==> src/rtl/riscv_hazard_pkg.sv <==
// Shared types and constants for the pipeline hazard sequencer.
package riscv_hazard_pkg;

    typedef enum logic [1:0] {
        RUN      = 2'd0,
        BR_LOAD2 = 2'd1,
        MC_WAIT  = 2'd2
    } hz_state_e;

    localparam logic [4:0] REG_ZERO       = 5'd0;
    localparam int         MC_TIMEOUT_DEF = 64;

    // x0 is hardwired to zero, so a write to it can never feed a reader.
    function automatic logic reg_hit(input logic [4:0] rd,
                                     input logic [4:0] rs1,
                                     input logic [4:0] rs2,
                                     input logic       uses_rs2);
        return (rd != REG_ZERO) && ((rd == rs1) || (uses_rs2 && (rd == rs2)));
    endfunction

endpackage

==> src/rtl/hazard_perf_cnt.sv <==
// Saturating event counter used for the hazard performance statistics.
module hazard_perf_cnt #(
    parameter int CNT_W = 32
) (
    input  logic             clk,
    input  logic             clear,
    input  logic             inc,
    output logic [CNT_W-1:0] count
);

    always_ff @(posedge clk) begin
        if (clear)
            count <= '0;
        else if (inc && (count != '1))
            count <= count + 1'b1;
    end

endmodule

==> src/rtl/hazard_ctrl.sv <==
// Pipeline hazard sequencer: load-use / branch-on-load stalls, branch flush and
// multi-cycle EX handshake with timeout. Perf counters built only with HAZARD_PERF_CNT_EN.
//
// state    | meaning
// RUN      | normal issue, hazards resolved in priority order
// BR_LOAD2 | second stall for a branch waiting on a load in EX
// MC_WAIT  | multi-cycle op in EX, waiting for mc_done or timeout
module hazard_ctrl
    import riscv_hazard_pkg::*;
#(
    parameter int MC_TIMEOUT = MC_TIMEOUT_DEF,
    parameter int CNT_W      = 32
) (
    input  logic             clk,
    input  logic             rst,
    input  logic [4:0]       IF_ID_rs1,
    input  logic [4:0]       IF_ID_rs2,
    input  logic             IF_ID_uses_rs2,
    input  logic             branch,
    input  logic             branch_taken,
    input  logic [4:0]       ID_EX_rd,
    input  logic             ID_EX_mem_read,
    input  logic             ID_EX_mc_op,
    input  logic [4:0]       EX_MEM_rd,
    input  logic             EX_MEM_mem_read,
    input  logic             mc_done,
    output logic             pc_write,
    output logic             IF_ID_write,
    output logic             IF_ID_flush,
    output logic             ID_EX_bubble,
    output logic             ID_EX_hold,
    output logic             EX_MEM_bubble,
    output logic             mc_req,
    output logic             mc_abort,
    output logic             mc_err,
    output logic [CNT_W-1:0] stall_cycles,
    output logic [CNT_W-1:0] flush_count
);

    localparam int              TMR_W    = (MC_TIMEOUT > 2) ? $clog2(MC_TIMEOUT) : 1;
    localparam logic [TMR_W-1:0] TMR_LAST = TMR_W'(MC_TIMEOUT - 1);

    hz_state_e        state_q, state_d;
    logic [TMR_W-1:0] timer_q, timer_d;
    logic             err_q, err_set;
    logic             ex_hit, mem_hit;

    assign ex_hit  = ID_EX_mem_read  && reg_hit(ID_EX_rd,  IF_ID_rs1, IF_ID_rs2, IF_ID_uses_rs2);
    assign mem_hit = EX_MEM_mem_read && reg_hit(EX_MEM_rd, IF_ID_rs1, IF_ID_rs2, IF_ID_uses_rs2);

    always_comb begin
        pc_write      = 1'b1;
        IF_ID_write   = 1'b1;
        IF_ID_flush   = 1'b0;
        ID_EX_bubble  = 1'b0;
        ID_EX_hold    = 1'b0;
        EX_MEM_bubble = 1'b0;
        mc_req        = 1'b0;
        mc_abort      = 1'b0;
        err_set       = 1'b0;
        state_d       = state_q;
        timer_d       = timer_q;
        if (!rst) begin
            case (state_q)
                RUN: begin
                    if (ID_EX_mc_op) begin
                        mc_req        = 1'b1;
                        pc_write      = 1'b0;
                        IF_ID_write   = 1'b0;
                        ID_EX_hold    = 1'b1;
                        EX_MEM_bubble = 1'b1;
                        timer_d       = '0;
                        state_d       = MC_WAIT;
                    end else if (ex_hit || (branch && mem_hit)) begin
                        pc_write     = 1'b0;
                        IF_ID_write  = 1'b0;
                        ID_EX_bubble = 1'b1;
                        if (branch)
                            state_d = BR_LOAD2;
                    end else if (branch && branch_taken) begin
                        IF_ID_flush = 1'b1;
                    end
                end
                BR_LOAD2: begin
                    pc_write     = 1'b0;
                    IF_ID_write  = 1'b0;
                    ID_EX_bubble = 1'b1;
                    state_d      = RUN;
                end
                MC_WAIT: begin
                    if (mc_done) begin
                        state_d = RUN;
                    end else if (timer_q == TMR_LAST) begin
                        // Result will never arrive: squash what EX would pass on.
                        mc_abort      = 1'b1;
                        EX_MEM_bubble = 1'b1;
                        err_set       = 1'b1;
                        state_d       = RUN;
                    end else begin
                        pc_write      = 1'b0;
                        IF_ID_write   = 1'b0;
                        ID_EX_hold    = 1'b1;
                        EX_MEM_bubble = 1'b1;
                        timer_d       = timer_q + 1'b1;
                    end
                end
                default: state_d = RUN;
            endcase
            // A branch-on-MEM-load stall resolves in one cycle; only an EX load needs two.
            if ((state_q == RUN) && !ID_EX_mc_op && !ex_hit)
                state_d = RUN;
        end
    end

    always_ff @(posedge clk) begin
        if (rst) begin
            state_q <= RUN;
            timer_q <= '0;
            err_q   <= 1'b0;
        end else begin
            state_q <= state_d;
            timer_q <= timer_d;
            if (err_set)
                err_q <= 1'b1;
        end
    end

    assign mc_err = err_q & ~rst;

`ifdef HAZARD_PERF_CNT_EN
    logic [CNT_W-1:0] stall_q, flush_q;

    hazard_perf_cnt #(.CNT_W(CNT_W)) u_stall_cnt (
        .clk   (clk),
        .clear (rst),
        .inc   (~pc_write),
        .count (stall_q)
    );

    hazard_perf_cnt #(.CNT_W(CNT_W)) u_flush_cnt (
        .clk   (clk),
        .clear (rst),
        .inc   (IF_ID_flush),
        .count (flush_q)
    );

    assign stall_cycles = rst ? '0 : stall_q;
    assign flush_count  = rst ? '0 : flush_q;
`else
    assign stall_cycles = '0;
    assign flush_count  = '0;
`endif

endmodule

==> config.mk <==
export PLATFORM = sky130hd
export DESIGN_NAME = hazard_ctrl
export DESIGN_NICKNAME = d
export VERILOG_FILES = /design/src/rtl/riscv_hazard_pkg.sv /design/src/rtl/hazard_perf_cnt.sv /design/src/rtl/hazard_ctrl.sv
export SDC_FILE = /design/constraint.sdc
export NUM_CORES = 1
export LEC_CHECK = 0
export BUFFER_PORTS_ARGS = -buffer_cell sky130_fd_sc_hd__buf_2
export CORE_MARGIN = 2
export CORE_UTILIZATION = 40
export CTS_CLUSTER_SIZE = 30
export DETAILED_ROUTE_END_ITERATION = 10
export MAX_ROUTING_LAYER = met4
export PLACE_DENSITY = 0.89
export SLEW_MARGIN = 10
export SYNTH_ARGS = -nofsm -noshare
export SYNTH_HDL_FRONTEND = slang
export SYNTH_HIERARCHICAL = 1
export SYNTH_SLANG_ARGS = --single-unit
==> constraint.sdc <==
create_clock -name clk -period 2 [get_ports clk]
set_input_delay 0.3 -clock clk [delete_from_list [all_inputs] [get_ports clk]]
set_output_delay 0.3 -clock clk [all_outputs]
set_load 0.02 [all_outputs]
Word level (Yosys, flattened, before mapping)
Index checks and enable logic that the tools add are counted.
Storage, ports and cells
  register bits: 9
  bits of input ports: 29
  output and inout port bits: 73
  word-level logic and storage cells: 79
Operators by class
  $add $sub $neg: 1
  mux-type cells: 38
  equal/unequal tests: 13
  reduce and logical (&&, ||, !) cells: 22
  bitwise operators: 2
Operators with widths (count)
  1-bit 2-to-1 mux: 24
  5-bit equality test: 4
  6-bit 2-to-1 mux: 3
  6-bit one-hot mux with 2 select lines: 1
  1-bit logical AND: 10
  2-bit 2-to-1 mux: 5
  5-bit nonzero test: 2
  3-bit inequality test (second input constant): 3
  6-bit by 1-bit adder with 6-bit output (second input constant): 1
  6-bit equality test (second input constant): 1
  2-bit inequality test (second input constant): 3
  1-bit one-hot mux with 2 select lines: 3
  2-bit one-hot mux with 2 select lines: 1
  4-bit AND reduction: 1
  1-bit logical OR: 3
  1-bit one-hot mux with 3 select lines: 1
  3-bit AND reduction: 1
  2-bit by 1-bit equality test with 1-bit output (second input constant): 1
  2-bit equality test (second input constant): 1
  1-bit logical NOT: 2
  2-bit logical NOT: 1
  2-bit nonzero test: 1
  2-bit OR reduction: 1
  1-bit bitwise AND: 1
  1-bit inverter: 1

Logic depth before layout (Yosys ltp)
  depth in word-level cells: 11
  depth in mapped cells: 6
  depth with buffers taken out: 6

Least setup slack after synthesis
No wires, ideal clock.
  path type: input -> output
  start: in ID_EX_rd[1]
  end: out pc_write
  arrival: 2.224 ns
  stages on the path: 5
  path buffers: 1
  data required time: 1.700 ns
  path slack: -0.524 ns
  cells stage by stage: or4_1 > o21a_1 > o2bb2ai_1 > o41ai_1 > buf_4
On the way
  longest elaborated chain between the ends: 10
  elaborated cells between the ends (all ways): 12
Ends and longest elaborated chain
  start: declaration: line hazard_ctrl.sv:21  | input logic [4:0] ID_EX_rd,
  5-bit equality test: line riscv_hazard_pkg.sv:18  | return (rd != REG_ZERO) && ((rd == rs1) || (uses_rs2 && (rd == rs2)));
  1-bit logical AND: line riscv_hazard_pkg.sv:18
  1-bit logical OR: line riscv_hazard_pkg.sv:18
  1-bit logical AND (*): line riscv_hazard_pkg.sv:18
  1-bit logical AND (*): line hazard_ctrl.sv:48  | assign ex_hit = ID_EX_mem_read && reg_hit(ID_EX_rd, IF_ID_rs1, IF_ID_rs2, IF_ID_uses_rs2);
  1-bit logical OR (*): line hazard_ctrl.sv:74  | end else if (ex_hit || (branch && mem_hit)) begin
  1-bit 2-to-1 mux (*) (2 in series)
  1-bit one-hot mux with 3 select lines (*)
  1-bit 2-to-1 mux (*)
  end: declaration: line hazard_ctrl.sv:27  | output logic pc_write,
Every way passes the cells marked *; elsewhere a longest branch is shown, timed or not.

Final worst setup path
  start: in EX_MEM_rd[2]
  end: out IF_ID_write
On the way
  longest elaborated chain between the ends: 11
  elaborated cells between the ends (all ways): 13
Ends and longest elaborated chain
  start: declaration: line hazard_ctrl.sv:24  | input logic [4:0] EX_MEM_rd,
  5-bit equality test: line riscv_hazard_pkg.sv:18
  1-bit logical AND: line riscv_hazard_pkg.sv:18
  1-bit logical OR: line riscv_hazard_pkg.sv:18
  1-bit logical AND (*): line riscv_hazard_pkg.sv:18
  1-bit logical AND (*): line hazard_ctrl.sv:49  | assign mem_hit = EX_MEM_mem_read && reg_hit(EX_MEM_rd, IF_ID_rs1, IF_ID_rs2, IF_ID_uses_rs2);
  1-bit logical AND (*): line hazard_ctrl.sv:74
  1-bit logical OR (*): line hazard_ctrl.sv:74
  1-bit 2-to-1 mux (*): line hazard_ctrl.sv:74
  1-bit 2-to-1 mux (*): line hazard_ctrl.sv:66  | if (ID_EX_mc_op) begin
  1-bit one-hot mux with 3 select lines (*): line hazard_ctrl.sv:64  | case (state_q)
  1-bit 2-to-1 mux (*): line hazard_ctrl.sv:63  | if (!rst) begin
  end: declaration: line hazard_ctrl.sv:28  | output logic IF_ID_write,
Marks and branches as above.

==> qor_table.md <==
| Item | Reported |
|:---|:---|
| Outcome | complete, but fails checks |
| Failing checks | setup timing |
| DP Wirelength | 2168 µm |
| XOR/XNOR Fraction of Synth Area | 14.50% |
| Share of Yosys cell area claimed by the top area cell type | 38.46% |
| Number of stages on the worst hold path | 2 |
| R2R depth | 6 |
| Setup violation total in the final timing report | 2 |
| Global route overflow | 0 |
| Max H-tree Level | 1 |
| Number of max-slew violations in the final report | 0 |
| Final critical path time including I/O delays and setup | 2.042 ns |
| # rows | 20 |
| Simple-gate area share of the yosys netlist | 17.16% |
| Critical Path Sink Type | output port |
| Post-synthesis adder-cell area fraction | 0.9862% |
| Sum of routed wire length over all layers | 2526 µm |
| Cell with the most instances after synthesis | sky130_fd_sc_hd__buf_4 |
| Post-placement cell count | 251 |
| Total number of nets in the final design | 243 |
| Die footprint | 3639 µm² |
| Post-route standard cell area excluding fillers | 1388 µm² |
| Number of distinct standard cells referenced by the synthesized netlist | 36 |
| Fraction of the mapped netlist area in compound gates | 13.21% |
| Cell types occupying the most area after synthesis | sky130_fd_sc_hd__buf_4, sky130_fd_sc_hd__dfxtp_1, sky130_fd_sc_hd__xnor2_1, sky130_fd_sc_hd__xor2_1, sky130_fd_sc_hd__nand3_1 |
| WS Path Type | in2out |
| Commonest cells in the netlist | sky130_fd_sc_hd__buf_4, sky130_fd_sc_hd__xnor2_1, sky130_fd_sc_hd__dfxtp_1, sky130_fd_sc_hd__xor2_1, sky130_fd_sc_hd__nand2_1 |
| Share of async-settable or async-resettable flops after synthesis | 0% |
| Ant. Diodes | 0 |
| Post-route clock skew | 0.006891 ns |
| Cell taking the most area after synthesis | sky130_fd_sc_hd__buf_4 |
| Main combinational cell family by area after synthesis | buffers and inverters |
| Final count of hold timing violations | 0 |
| Pin count of the biggest net entering global routing | 14 |
| VDD IR max | 0.1857 mV |
| Cell Pwr Density | 440.1 nW/µm² |
| 1st-iter DRT viols | 13 |
| Final Cycle Share | 102.1% |
| Share of synthesized area occupied by flip-flops and latches | 14.20% |
| Number of maximum-capacitance constraint violations | 0 |
| Total cell area at the placement stage | 1326 µm² |
| Vias | 1059 |
| Setup WS pre-CTS | -0.06482 ns |
| Clk slew on worst S/H paths | 0.07 ns |
| Multiplexer fraction of the synthesized cell area | 0% |
| CP required | 1.70 ns |
| Critical path, cell by cell | buf_2 -> or4_4 -> o211ai_1 -> o2bb2ai_2 -> o41ai_4 -> buf_4 |
| TritonCTS clock tree | done |
| Buffer cell driving the clock tree root | sky130_fd_sc_hd__clkbuf_4 |
| Type of the tightest min-delay check | in2reg |
| Insertion delay to the later sink of the worst-skew pair | 0.26 ns |
| Area added between synthesis and finish | 9.369% |
| Area of the core | 3028 µm² |
| Arrival time reported for the critical path endpoint | 1.74 ns |
| Number of buffer and inverter stages on the critical path | 2 |
| Warnings from Yosys | 6 |
| Synthesized area per cell | 7.597 µm² |
| Cell count after synthesis | 167 |
| Most used DFF post-synth | sky130_fd_sc_hd__dfxtp_1 |
| Cell Area, Synth | 1269 µm² |
| Remaining number of nets flagged by the antenna check after routing | 0 |
| Slowest CP cell | sky130_fd_sc_hd__or4_4 |
| Number of buffer cells added on primary ports | 37 |
| FF+latch count, synth | 9 |
| Maximum clock frequency | 0.4897 GHz |
| Post-route non-filler standard cell count | 256 |
| First-pass GRT wire length | 3719 µm |
| Unrepaired setup endpoints after global routing | true |
| Reported leakage power | 0.6740 nW |
| Fraction of layout cells with a size suffix above 1 | 26.42% |
| Critical path depth | 6 |
| Post-detailed-route wirelength per cell | 9.867 µm |
| Clock net sink count | 9 |
| Starting density of the core | 41.90% |
| Vias in the first global route | 939 |
| Number of synthesized flops with an enable pin | 0 |
| Maximum buffer depth of the clock tree | 2 |
| Largest stage delay, worst path | 0.51 ns |
| Post-route worst setup slack | -0.04188 ns |
| DR vias/cell | 4.137 |
| Biggest fanout along the worst timing path | 3 |
| Die extent in x | 60.32 µm |
| Die span in y | 60.32 µm |
| Overall routing resource usage | 13.95% |
| DRC violation count after routing | 0 |
| Launching element type of the critical path | primary input |
| Total CTS buffers | 3 |
| Post-Route Setup TNS | -0.08237 ns |
| Top cell family by delay on the critical path | compound AO/OA/AOI/OAI gates |
| RD Place Congestion | 0.8228 |
| Top Ports | 102 |
| Number of antenna violations at the first check in global routing | 0 |
| Pre-Repair DR Iteration Count | 4 |
-- layout by cell type, fill, tap and decap left out, types with 5 or more instances in the layout --
master,instances
sky130_fd_sc_hd__a21oi_1,6
sky130_fd_sc_hd__buf_2,34
sky130_fd_sc_hd__buf_4,11
sky130_fd_sc_hd__conb_1,64
sky130_fd_sc_hd__dfxtp_1,9
sky130_fd_sc_hd__nand2_1,8
sky130_fd_sc_hd__nand3_1,6
sky130_fd_sc_hd__nor2_1,5
sky130_fd_sc_hd__nor3_1,5
sky130_fd_sc_hd__xnor2_1,12
sky130_fd_sc_hd__xor2_1,9
-- routing by layer --
| metal | up-vias | track usage, % | wire length (µm) |
|---|---|---|---|
| met5 | - | - | 0 |
| met4 | 0 | 3.810 | 28 |
| met3 | 4 | 4.113 | 190 |
| met2 | 57 | 23.91 | 1307 |
| met1 | 469 | 15.67 | 1000 |
| li1 | 529 | - | - |
-- power breakdown --
part	total, mW	switching, mW	internal [mW]
Combinational	0.283	0.198	0.0853
Sequential	0.186	0.00427	0.182
Clock	0.141	0.0675	0.0738
-- area by class of cell --
class,instances,area [µm²]
Tap cell,44,55.05
Clock buffer,3,22.52
Clock inverter,1,5.005
Fill cell,324,1640
Inverter,1,3.754
Sequential cell,9,180.2
Multi-Input combinational cell,152,857.1
Timing Repair Buffer,46,264.0
-- timing repair --
action | CTS | global route
setup buffers | 0 | 1
pin swaps | 0 | 1
setup endpoints to repair | 3 | 5
gates resized for setup | 3 | 3
hold buffers | 0 | 0
-- final timing paths --
| check | startpoint | to | slack (ns) |
|---|---|---|---|
| worst max-delay path | EX_MEM_rd[2] | IF_ID_write | -0.04 |
| worst min-delay path | branch | state_q[0] | 0.33 |
| worst max register to register | timer_q[0] | timer_q[5] | 0.20 |
| worst min register to register | timer_q[5] | timer_q[5] | 0.49 |
-- state kept, by name (all words and copies together) (netlist names) --
register,cells
err_q,1
timer_q,6
state_q,2
-- logic make-up after synthesis --
family,count (synthesis)
buf+inv,69
compound gates,25
xor+xnor,21
fa+ha+maj,1
other cells,1
simple gates,41
flops,9
-- stage by stage --
step	total power [mW]	hold slack, ns	util (%)
after global routing	0.6516	0.3362	45.83
final	0.6107	0.3302	45.83
after floorplan	0.4817	0.4519	-
after detailed placement	0.4628	0.4817	43.80
after CTS	0.6092	0.3246	45.08
after global placement	0.4577	0.4682	43.80
Power figures use the tool's default switching activity.
